## config.mk

```make
export PLATFORM = sky130hd
export DESIGN_NAME = disp_scan
export DESIGN_NICKNAME = d
export VERILOG_FILES = /design/src/rtl/lock_disp_pkg.sv /design/src/rtl/tick_gen.sv /design/src/rtl/disp_scan.sv
export SDC_FILE = /design/constraint.sdc
export NUM_CORES = 1
export LEC_CHECK = 0
export ABC_CLOCK_PERIOD_IN_PS = 3610
export CAP_MARGIN = 25
export CELL_PAD_IN_SITES_DETAIL_PLACEMENT = 1
export CELL_PAD_IN_SITES_GLOBAL_PLACEMENT = 1
export CORE_ASPECT_RATIO = 0.8
export CORE_MARGIN = 2
export CORE_UTILIZATION = 47
export DETAILED_ROUTE_END_ITERATION = 8
export PLACE_DENSITY_LB_ADDON = 0.1
export SYNTH_ARGS = -nofsm -noshare
export SYNTH_HDL_FRONTEND = slang
export SYNTH_HIERARCHICAL = 1
export SYNTH_SLANG_ARGS = --single-unit
```

## constraint.sdc

```tcl
create_clock -name clk -period 3.61 [get_ports clk]
set_input_delay 1.083 -clock clk [delete_from_list [all_inputs] [get_ports clk]]
set_output_delay 1.083 -clock clk [all_outputs]
set_load 0.01 [all_outputs]
```

## src/rtl/lock_disp_pkg.sv

```systemverilog
// lock_disp_pkg: glyph encodings and slot helpers shared by the scan controller and the segment decoder
//
// Contents:
//   GLYPH_A..GLYPH_U, GLYPH_BLANK  4-bit glyph codes understood by the decoder
//   AN_OFF                         all anodes released (active-low)
//   glyph_at(m, i)                 4-bit glyph for slot i out of a 16-bit message
//   anode(i)                       one-hot-low anode pattern for slot i
package lock_disp_pkg;
   localparam logic [3:0] GLYPH_A     = 4'h0;
   localparam logic [3:0] GLYPH_B     = 4'h1;
   localparam logic [3:0] GLYPH_C     = 4'h2;
   localparam logic [3:0] GLYPH_L     = 4'h3;
   localparam logic [3:0] GLYPH_U     = 4'h4;
   localparam logic [3:0] GLYPH_BLANK = 4'hF;
   localparam logic [3:0] AN_OFF      = 4'b1111;

   function automatic logic [3:0] glyph_at(input logic [15:0] m, input logic [1:0] i);
      return m[{i, 2'b00} +: 4];
   endfunction

   function automatic logic [3:0] anode(input logic [1:0] i);
      return ~(4'b0001 << i);
   endfunction
endpackage

```

## src/rtl/tick_gen.sv

```systemverilog
// tick_gen: scan-slot prescaler, pulses tick for one cycle every DIV clocks
//
// Ports:
//   clk    in   system clock
//   rst_n  in   synchronous active-low reset (counter restarts at 0)
//   tick   out  high during the cycle in which the counter sits at DIV-1
module tick_gen #(
   parameter int DIV = 100000
) (
   input  logic clk,
   input  logic rst_n,
   output logic tick
);
   localparam int W = $clog2(DIV);

   logic [W-1:0] cnt;

   always_comb tick = cnt == W'(DIV - 1);

   always_ff @(posedge clk) begin
      if (!rst_n) cnt <= '0;
      else        cnt <= tick ? '0 : cnt + W'(1);
   end
endmodule

```

## src/rtl/disp_scan.sv

```systemverilog
// disp_scan: four-glyph time-multiplexed display scanner with tear-free updates and blinking
//
// Ports:
//   clk       in   system clock
//   rst_n     in   synchronous active-low reset
//   msg       in   four glyph codes, msg[3:0] is slot 0 (rightmost)
//   load      in   single-cycle strobe capturing msg into the shadow register
//   blink_en  in   alternate visible/blank every BLINK_FRAMES frames
//   digit     out  glyph code for the slot currently strobed
//   an        out  active-low anode enables
//   pending   out  shadow message captured but not yet shown
module disp_scan
   import lock_disp_pkg::*;
#(
   parameter int DIV          = 100000,
   parameter int BLINK_FRAMES = 125
) (
   input  logic        clk,
   input  logic        rst_n,
   input  logic [15:0] msg,
   input  logic        load,
   input  logic        blink_en,
   output logic [3:0]  digit,
   output logic [3:0]  an,
   output logic        pending
);
   localparam int FW = BLINK_FRAMES > 1 ? $clog2(BLINK_FRAMES) : 1;

   logic          tick;
   logic [1:0]    idx;
   logic [1:0]    idx_nx;
   logic [FW-1:0] fcnt;
   logic          phase;
   logic          phase_nx;
   logic          frame_start;
   logic          apply;
   logic          fwrap;
   logic          blank;
   logic [15:0]   shadow;
   logic [15:0]   active;
   logic [15:0]   active_nx;

   tick_gen #(.DIV(DIV)) u_tick (
      .clk   (clk),
      .rst_n (rst_n),
      .tick  (tick)
   );

   // The output registers are loaded from post-tick slot, message and phase,
   // so a frame never mixes old and new messages.
   always_comb begin
      idx_nx      = idx + 2'd1;
      frame_start = tick & (idx == 2'd3);
      apply       = frame_start & pending;
      active_nx   = apply ? shadow : active;
      fwrap       = fcnt == FW'(BLINK_FRAMES - 1);
      phase_nx    = phase ^ (frame_start & fwrap);
      blank       = blink_en & phase_nx;
   end

   always_ff @(posedge clk) begin
      if (!rst_n) begin
         idx     <= 2'd3;
         fcnt    <= '0;
         phase   <= 1'b0;
         pending <= 1'b0;
         shadow  <= 16'hFFFF;
         active  <= 16'hFFFF;
         digit   <= GLYPH_BLANK;
         an      <= AN_OFF;
      end else begin
         if (tick) idx <= idx_nx;
         if (frame_start) fcnt <= fwrap ? '0 : fcnt + FW'(1);
         phase  <= phase_nx;
         active <= active_nx;
         if (load) shadow <= msg;
         // A load coinciding with apply re-arms pending for the next frame.
         pending <= load | (pending & ~apply);
         if (tick) begin
            digit <= blank ? GLYPH_BLANK : glyph_at(active_nx, idx_nx);
            an    <= blank ? AN_OFF : anode(idx_nx);
         end
      end
   end
endmodule
```

==> results of run 1 <==
worst max-delay path by stage:
stage | startpoint | endpoint | slack, ps | depth (start not counted)
2_1_floorplan | u_tick/cnt[0] | an[1] | 1280 | 9
3_3_place_gp | rst_n | idx[1] | 930 | 3
3_5_place_dp | u_tick/cnt[0] | an[1] | 850 | 8
4_1_cts | u_tick/cnt[0] | an[1] | 850 | 8
5_1_grt | u_tick/cnt[0] | active[15] | 670 | 8
6_report | u_tick/cnt[0] | an[1] | 860 | 8
metrics by stage:
step / power [W] / hold WS [ps] / worst slack [ps] / instances / utilization
after floorplan: 0.0008298 / 429.7 / 1277 / 317 / -
final: 0.001445 / 470.5 / 855.0 / 432 / 0.5626
after global placement: 0.0008617 / 443.4 / 930.9 / 416 / 0.5333
after global routing: 0.001500 / 495.8 / 673.1 / 432 / 0.5626
after CTS: 0.001465 / 475.4 / 845.2 / 432 / 0.5626
after detailed placement: 0.0008637 / 454.3 / 853.3 / 416 / 0.5333
placed cells by master, fill, tap and decap left out, types with 6 or more instances in the layout:
| master | netlist | routed |
|---|---|---|
| sky130_fd_sc_hd__nand2_1 | 68 | 68 |
| sky130_fd_sc_hd__dfxtp_1 | 68 | 68 |
| sky130_fd_sc_hd__nor2_1 | 29 | 29 |
| sky130_fd_sc_hd__clkdlybuf4s50_1 | 0 | 28 |
| sky130_fd_sc_hd__nand3_1 | 23 | 23 |
| sky130_fd_sc_hd__mux2i_1 | 20 | 20 |
| sky130_fd_sc_hd__xnor2_1 | 15 | 15 |
| sky130_fd_sc_hd__clkbuf_8 | 0 | 9 |
| sky130_fd_sc_hd__mux4_2 | 8 | 8 |
| sky130_fd_sc_hd__xor2_1 | 8 | 8 |
| sky130_fd_sc_hd__ha_1 | 7 | 7 |
| sky130_fd_sc_hd__a21oi_1 | 6 | 6 |
| sky130_fd_sc_hd__nand4_1 | 6 | 6 |
area by class of cell:
type / count / area [µm²]
inverters: 6 / 22.52
repair buffers: 32 / 310.3
well taps: 84 / 105.1
clock inverters: 5 / 52.55
flip-flops and latches: 68 / 1361
clock buffers: 11 / 131.4
multi-input cells: 226 / 1549
fillers: 723 / 2746
worst max-delay path, stage by stage, from the launching register on:
cell and delay, ps:
sky130_fd_sc_hd__dfxtp_1 370, sky130_fd_sc_hd__ha_1 290, sky130_fd_sc_hd__nand4_4 160, sky130_fd_sc_hd__or2_4 300, sky130_fd_sc_hd__nor3_2 410, sky130_fd_sc_hd__nand2_2 200
sky130_fd_sc_hd__o311a_4 450, sky130_fd_sc_hd__o32ai_1 320, sky130_fd_sc_hd__nand2_1 100
registers in the layout, summed over array words and instances, names as in the netlist:
| name | count |
|---|---|
| active | 16 |
| an | 4 |
| digit | 4 |
| fcnt | 7 |
| idx | 2 |
| pending | 1 |
| phase | 1 |
| shadow | 16 |
| u_tick/cnt | 17 |
logic make-up (layout without fill, tap and decap cells):
kind of cell,Yosys count,count (layout),share of synthesized area
AND/OR/NAND/NOR,155,155,0.2527
AO/OA/AOI/OAI,13,13,0.03830
multiplexers,28,28,0.1266
buffers and inverters,23,54,0.03330
XOR/XNOR,23,23,0.06703
flip-flops,68,68,0.4530
adder cells (fa/ha/maj),7,7,0.02914
routing by layer:
layer / global-route usage / vias up / wire [µm]
met1: 0.2719 / 1071 / 3094
met4: 0.09314 / 0 / 109
met5: 0 / - / 0
li1: - / 1133 / -
met3: 0.05638 / 11 / 263
met2: 0.3102 / 37 / 2870
power groups by stage:
stage | Sequential (W) | Clock, W | Combinational [W]
2_1_floorplan | 0.000790 | 0 | 0.0000403
3_3_place_gp | 0.000794 | 0 | 0.0000673
3_5_place_dp | 0.000795 | 0 | 0.0000684
4_1_cts | 0.000778 | 0.000617 | 0.0000692
5_1_grt | 0.000780 | 0.000645 | 0.0000756
6_report | 0.000779 | 0.000599 | 0.0000676
==> metrics.txt, run 1 <==
# TYPE chip_impl_metric gauge
chip_impl_metric{name="power_frac_seq",unit=""} 0.539
chip_impl_metric{name="syn-mean-instance-area",unit="µm²"} 9.481
chip_impl_metric{name="die_area",unit="mm²"} 0.007054
chip_impl_metric{name="worst-endpoint-arrival",unit="ps"} 2960
chip_impl_metric{name="required",unit="ps"} 3820
chip_impl_metric{name="postPlaceCellArea",unit="mm²"} 0.003348
chip_impl_metric{name="postRouteWirelength",unit="mm"} 6.338
chip_impl_info{name="critPathCaptureType",value="flop"} 1
chip_impl_info{name="critical_path.startpoint_type",value="flop"} 1
chip_impl_metric{name="post-cts-setup-buffer-count",unit=""} 0
chip_impl_metric{name="antenna_found_initial",unit=""} 0
chip_impl_metric{name="ios",unit=""} 29
chip_impl_metric{name="grtUsageTotal",unit=""} 0.2029
chip_impl_metric{name="report.final.setup_viol",unit=""} 0
chip_impl_metric{name="mappedNetlistNets",unit=""} 344
chip_impl_metric{name="cts-htree-levels",unit=""} 3
chip_impl_metric{name="cts_made_buffers",unit=""} 9
chip_impl_metric{name="first_iter_violations",unit=""} 85
chip_impl_metric{name="timing.setup.tns",unit="ps"} 0
chip_impl_metric{name="final_max_slew_viol_count",unit=""} 0
chip_impl_metric{name="cts_resized",unit=""} 0
chip_impl_metric{name="finished_layout_cell_area",unit="mm²"} 0.003532
chip_impl_info{name="synth_area_leader_cell",value="sky130_fd_sc_hd__dfxtp_1"} 1
chip_impl_metric{name="port_buffers",unit=""} 28
chip_impl_metric{name="synth.ff_latch_count",unit=""} 68
chip_impl_metric{name="clock_skew",unit="ps"} 10.36
chip_impl_info{name="rr_startpoint",value="u_tick/cnt[0]"} 1
chip_impl_metric{name="synthesis.instances",unit=""} 317
chip_impl_metric{name="synth_top_area_share",unit=""} 0.4530
chip_impl_metric{name="cts.reportedPaths.clkPinSlew",unit="ps"} 70
chip_impl_info{name="tritoncts_clock_tree",value="done"} 1
chip_impl_metric{name="pwr-share-comb",unit=""} 0.047
chip_impl_metric{name="hold_viol_final",unit=""} 0
chip_impl_metric{name="power.net_switching",unit="W"} 0.0003277
chip_impl_metric{name="internal_power",unit="W"} 0.001117
chip_impl_metric{name="maxCapViolCount",unit=""} 0
chip_impl_metric{name="drt_pre_antenna_iters",unit=""} 4
chip_impl_metric{name="vias_per_cell",unit=""} 5.213
chip_impl_metric{name="async_flop_share",unit=""} 0
chip_impl_metric{name="synth_enable_flop_cells",unit=""} 0
chip_impl_metric{name="n_antenna_cell",unit=""} 0
chip_impl_metric{name="rrSetupSlack",unit="ps"} 860
chip_impl_metric{name="power_density",unit="mW/mm²"} 409.1
chip_impl_info{name="critical_path_class",value="flop to flop"} 1
chip_impl_info{name="cts_root_buf",value="sky130_fd_sc_hd__clkbuf_8"} 1
chip_impl_metric{name="synthToLayoutAreaGrowth",unit="%"} 17.53
chip_impl_metric{name="synth_sequential_area_ratio",unit=""} 0.4530
chip_impl_metric{name="core",unit="mm²"} 0.006279
chip_impl_metric{name="fin_crit_sh",unit=""} 0.7631
chip_impl_metric{name="worstPathMaxFanout",unit=""} 6
chip_impl_info{name="synth-main-ff-cell",value="sky130_fd_sc_hd__dfxtp_1"} 1
chip_impl_info{name="hold_end",value="u_tick/cnt[0]"} 1
chip_impl_metric{name="period_minus_slack",unit="ps"} 2755
chip_impl_metric{name="post_route_cells_drive_above_1_share",unit=""} 0.1092
chip_impl_metric{name="nNetsFinal",unit=""} 370
chip_impl_metric{name="grt_start_max_net_pins",unit=""} 29
chip_impl_metric{name="worst-r2r-cell-count",unit=""} 8
chip_impl_metric{name="switching_share",unit=""} 0.2268
chip_impl_metric{name="first_global_vias",unit=""} 2203
chip_impl_metric{name="detailed_place_hpwl",unit="mm"} 4.379
chip_impl_metric{name="via_count",unit=""} 2252
chip_impl_metric{name="clkSinkCount",unit=""} 68
chip_impl_metric{name="timing_worst_slew_pin_value",unit="ps"} 718.7
chip_impl_metric{name="effective_utilization_at_floorplan",unit=""} 0.4787
chip_impl_metric{name="floorplan.die.height",unit="µm"} 75.52
chip_impl_metric{name="fmax",unit="MHz"} 363.0
chip_impl_metric{name="place_congestion",unit=""} 0.7683
chip_impl_info{name="run_status",value="finished clean"} 1
chip_impl_metric{name="detail_route.drc_violations",unit=""} 0
chip_impl_info{name="top_area_cells_in_the_synthesized_netlist",value="sky130_fd_sc_hd__dfxtp_1 (45%), sky130_fd_sc_hd__nand2_1 (8.5%), sky130_fd_sc_hd__mux2i_1 (6.7%)"} 1
chip_impl_metric{name="ir_worst_vdd",unit="V"} 0.0002280
chip_impl_info{name="r2r-end",value="an[1]"} 1
chip_impl_metric{name="overflow",unit=""} 0
chip_impl_metric{name="average_wire_per_standard_cell",unit="µm"} 14.67
chip_impl_info{name="hold_start",value="u_tick/cnt[0]"} 1
chip_impl_metric{name="slew-limit-headroom",unit=""} 0.5209
chip_impl_metric{name="cts_hold_buf",unit=""} 0
chip_impl_metric{name="worst_hold_path.num_cells",unit=""} 1
chip_impl_metric{name="global_route_wire_length_before_repair",unit="mm"} 10.82
chip_impl_info{name="grt_setup_unrepaired",value="no"} 1
chip_impl_metric{name="clk-insertion-delay-late",unit="ps"} 360
chip_impl_metric{name="synth_cell_type_count",unit=""} 38
chip_impl_metric{name="rows",unit=""} 26
chip_impl_info{name="hp-class",value="flop to flop"} 1
chip_impl_metric{name="synth-warning-count",unit=""} 6
chip_impl_metric{name="post_synth_instance_area",unit="mm²"} 0.003005
chip_impl_metric{name="clock_power_share",unit=""} 0.414
chip_impl_metric{name="leakage",unit="nW"} 1.384
chip_impl_metric{name="ctsLongestPathBuffers",unit=""} 2
chip_impl_metric{name="die_w",unit="µm"} 93.41
chip_impl_info{name="synthTopCellsByCount",value="sky130_fd_sc_hd__dfxtp_1 (68), sky130_fd_sc_hd__nand2_1 (68), sky130_fd_sc_hd__nor2_1 (29)"} 1
chip_impl_metric{name="antenna_left",unit=""} 0
Power figures use the tool's default switching activity.
==> run 2: changes to the inputs <==
ABC_CLOCK_PERIOD_IN_PS = 2700   (was 3610)
CORE_UTILIZATION = 44   (was 47)
clock period = 2.7 ns   (was 3.61 ns; I/O delays follow)
==> run 2 against run 1 <==
Power up 46%. First-iteration DRC count up 24%. Global-route usage down 1.8 points. Register-to-register slack worse by 640 ps. Combinational power up 41%. Die area up 6.5%. Fmax up 11%. Design area up 2.8%. Critical endpoint is now an[3].
==> metrics.txt, run 2 (synthesized netlist as in run 1, its figures left out) <==
# TYPE chip_impl_metric gauge
chip_impl_info{name="run_status",value="finished clean"} 1
chip_impl_metric{name="internal_power",unit="W"} 0.001668
chip_impl_metric{name="rows",unit=""} 26
chip_impl_info{name="layout.cells.most_common",value="sky130_fd_sc_hd__nand2_1"} 1
chip_impl_info{name="tritoncts_clock_tree",value="done"} 1
chip_impl_metric{name="synthToLayoutAreaGrowth",unit="%"} 20.77
chip_impl_metric{name="fin_total_pwr",unit="W"} 0.002112
chip_impl_metric{name="antenna_found_initial",unit=""} 0
chip_impl_metric{name="postRouteWirelength",unit="mm"} 6.371
chip_impl_info{name="final_cell_mix",value="sky130_fd_sc_hd__nand2_1 (68), sky130_fd_sc_hd__dfxtp_1 (67), sky130_fd_sc_hd__nor2_1 (29), sky130_fd_sc_hd__clkdlybuf4s50_1 (28), sky130_fd_sc_hd__nand3_1 (23)"} 1
chip_impl_metric{name="hold_viol_final",unit=""} 0
chip_impl_metric{name="report.final.setup_viol",unit=""} 0
chip_impl_metric{name="placed_cells",unit=""} 417
chip_impl_metric{name="first_global_vias",unit=""} 2177
chip_impl_metric{name="maxCapViolCount",unit=""} 0
chip_impl_info{name="hp-class",value="flop to flop"} 1
chip_impl_metric{name="ir_worst_vdd",unit="V"} 0.0002521
chip_impl_info{name="cts_root_buf",value="sky130_fd_sc_hd__clkbuf_8"} 1
chip_impl_metric{name="floorplan.die.height",unit="µm"} 77.92
chip_impl_metric{name="ios",unit=""} 29
chip_impl_metric{name="critical_path.max_stage_delay",unit="ps"} 430
chip_impl_metric{name="cts_hold_buf",unit=""} 0
chip_impl_metric{name="clock_power_share",unit=""} 0.461
chip_impl_metric{name="effective_utilization_at_floorplan",unit=""} 0.4619
chip_impl_metric{name="grtUsageTotal",unit=""} 0.1851
chip_impl_metric{name="antenna_left",unit=""} 0
chip_impl_metric{name="worst-endpoint-arrival",unit="ps"} 2690
chip_impl_metric{name="fin_cells",unit=""} 433
chip_impl_metric{name="leakage",unit="nW"} 1.425
chip_impl_info{name="critPathCaptureType",value="flop"} 1
chip_impl_info{name="critical_path.startpoint_type",value="flop"} 1
chip_impl_metric{name="fmax",unit="MHz"} 402.8
chip_impl_metric{name="required",unit="ps"} 2910
chip_impl_metric{name="power_frac_seq",unit=""} 0.494
chip_impl_metric{name="postPlaceCellArea",unit="mm²"} 0.003381
chip_impl_metric{name="cts-htree-levels",unit=""} 3
chip_impl_info{name="cp_cell_sequence",value="ha_4 -> nand4_4 -> or2_4 -> nor3_2 -> buf_12 -> nand2_2 -> o311a_4 -> o32ai_1 -> nand2_1"} 1
chip_impl_metric{name="power_density",unit="mW/mm²"} 582.0
chip_impl_metric{name="timing_worst_slew_pin_value",unit="ps"} 703.7
chip_impl_info{name="critical_path_class",value="flop to flop"} 1
chip_impl_metric{name="clk-insertion-delay-late",unit="ps"} 340
chip_impl_info{name="grt_setup_unrepaired",value="no"} 1
chip_impl_metric{name="first_iter_violations",unit=""} 105
chip_impl_metric{name="overflow",unit=""} 0
chip_impl_metric{name="grt_start_max_net_pins",unit=""} 34
chip_impl_metric{name="vias_per_cell",unit=""} 5.182
chip_impl_metric{name="fin_crit_sh",unit=""} 0.9194
chip_impl_metric{name="global_route_wire_length_before_repair",unit="mm"} 10.69
chip_impl_info{name="largest-register",value="u_tick/cnt"} 1
chip_impl_metric{name="timing.setup.tns",unit="ps"} 0
chip_impl_metric{name="max_ffs_per_register",unit=""} 17
chip_impl_metric{name="final_max_slew_viol_count",unit=""} 0
chip_impl_info{name="cpLargestDelayFamily",value="simple AND/OR/NAND/NOR gates"} 1
chip_impl_metric{name="ctsLongestPathBuffers",unit=""} 2
chip_impl_info{name="layout_top_registers",value="u_tick/cnt (17), active (16), shadow (16)"} 1
chip_impl_metric{name="pwr-share-comb",unit=""} 0.045
chip_impl_metric{name="nNetsFinal",unit=""} 371
chip_impl_metric{name="via_count",unit=""} 2244
chip_impl_metric{name="finished_layout_cell_area",unit="mm²"} 0.003630
chip_impl_info{name="critical-path-slowest-cell",value="sky130_fd_sc_hd__o311a_4"} 1
chip_impl_metric{name="cts_made_buffers",unit=""} 9
chip_impl_metric{name="switching_share",unit=""} 0.2102
chip_impl_metric{name="post_route_cells_drive_above_1_share",unit=""} 0.1232
chip_impl_metric{name="die_area",unit="mm²"} 0.007511
chip_impl_metric{name="detailed_place_hpwl",unit="mm"} 4.425
chip_impl_metric{name="port_buffers",unit=""} 28
chip_impl_metric{name="clock_skew",unit="ps"} 7.536
chip_impl_metric{name="n_antenna_cell",unit=""} 0
chip_impl_metric{name="die_w",unit="µm"} 96.40
chip_impl_metric{name="clkSinkCount",unit=""} 68
chip_impl_metric{name="period_minus_slack",unit="ps"} 2482
chip_impl_metric{name="place_congestion",unit=""} 0.8007
chip_impl_metric{name="power.net_switching",unit="W"} 0.0004440
chip_impl_metric{name="cts.reportedPaths.clkPinSlew",unit="ps"} 70
chip_impl_metric{name="drt_pre_antenna_iters",unit=""} 4
chip_impl_metric{name="detail_route.drc_violations",unit=""} 0
chip_impl_metric{name="worstPathMaxFanout",unit=""} 17
chip_impl_metric{name="crit_buf_inv",unit=""} 1
chip_impl_metric{name="slew-limit-headroom",unit=""} 0.5309
chip_impl_metric{name="core",unit="mm²"} 0.006506
chip_impl_metric{name="average_wire_per_standard_cell",unit="µm"} 14.71
==> run 2: cell count changes in the layout (fill, tap and decap cells not counted), sizes merged <==
cell / previous run / this run
buf: 4 / 5
bufinv: 1 / 2
clkbuf: 11 / 12
clkinv: 3 / 2
clkinvlp: 1 / 0
==> run 2: metrics by stage <==
stage / util / hold WS (ps) / worst slack [ps]
3_5_place_dp: 0.5196 / 459.5 / 104.1
4_1_cts: 0.5558 / 476.9 / 84.77
2_1_floorplan: - / 429.7 / 367.1
6_report: 0.5579 / 467.9 / 217.5
5_1_grt: 0.5579 / 495.2 / 13.73
3_3_place_gp: 0.5196 / 444.1 / 178.6
==> run 2: worst paths after layout <==
kind	start	to	slack [ps]	cells past startpoint
worst min-delay path	u_tick/cnt[0]	u_tick/cnt[0]	470	1
worst max-delay path	u_tick/cnt[1]	an[3]	220	9
worst max register to register	u_tick/cnt[1]	an[3]	220	9
worst min register to register	u_tick/cnt[0]	u_tick/cnt[0]	470	1
==> run 2: layout make-up <==
type                    instances  area [µm²]
fillers                       727        2877
multi-input cells             226        1562
flip-flops and latches         68        1363
repair buffers                 33       342.8
clock buffers                  12       165.2
well taps                      84       105.1
clock inverters                 4       70.07
inverters                       6       22.52
==> run 2: power groups by stage <==
| stage | logic (W) | registers (W) | clock network, W |
|---|---|---|---|
| after CTS | 0.0000952 | 0.00104 | 0.00100 |
| after floorplan | 0.0000539 | 0.00106 | 0 |
| final | 0.0000952 | 0.00104 | 0.000975 |
| after global routing | 0.000106 | 0.00104 | 0.00104 |
| after global placement | 0.0000927 | 0.00106 | 0 |
| after detailed placement | 0.0000948 | 0.00106 | 0 |
==> run 2: layer usage <==
metal	global-route usage	wire length [µm]
met3	0.06117	205
met4	0.04225	63
met5	0	0
met2	0.2792	2745
met1	0.2574	3357
==> run 2: worst reg2reg max path: cells and delay by family (launching register included) <==
kind | cells | cell delay, ps
AOI/OAI and AO/OA | 2 | 730
and+or+nand+nor | 5 | 860
DFF | 1 | 390
adders and majority gates | 1 | 180
buffers and inverters | 1 | 180
==> run 2: timing repair <==
action	4_1_cts	5_1_grt
hold endpoints to repair	0	0
endpoints found under the setup margin	0	9
setup buffers	0	0
resized for setup	0	3
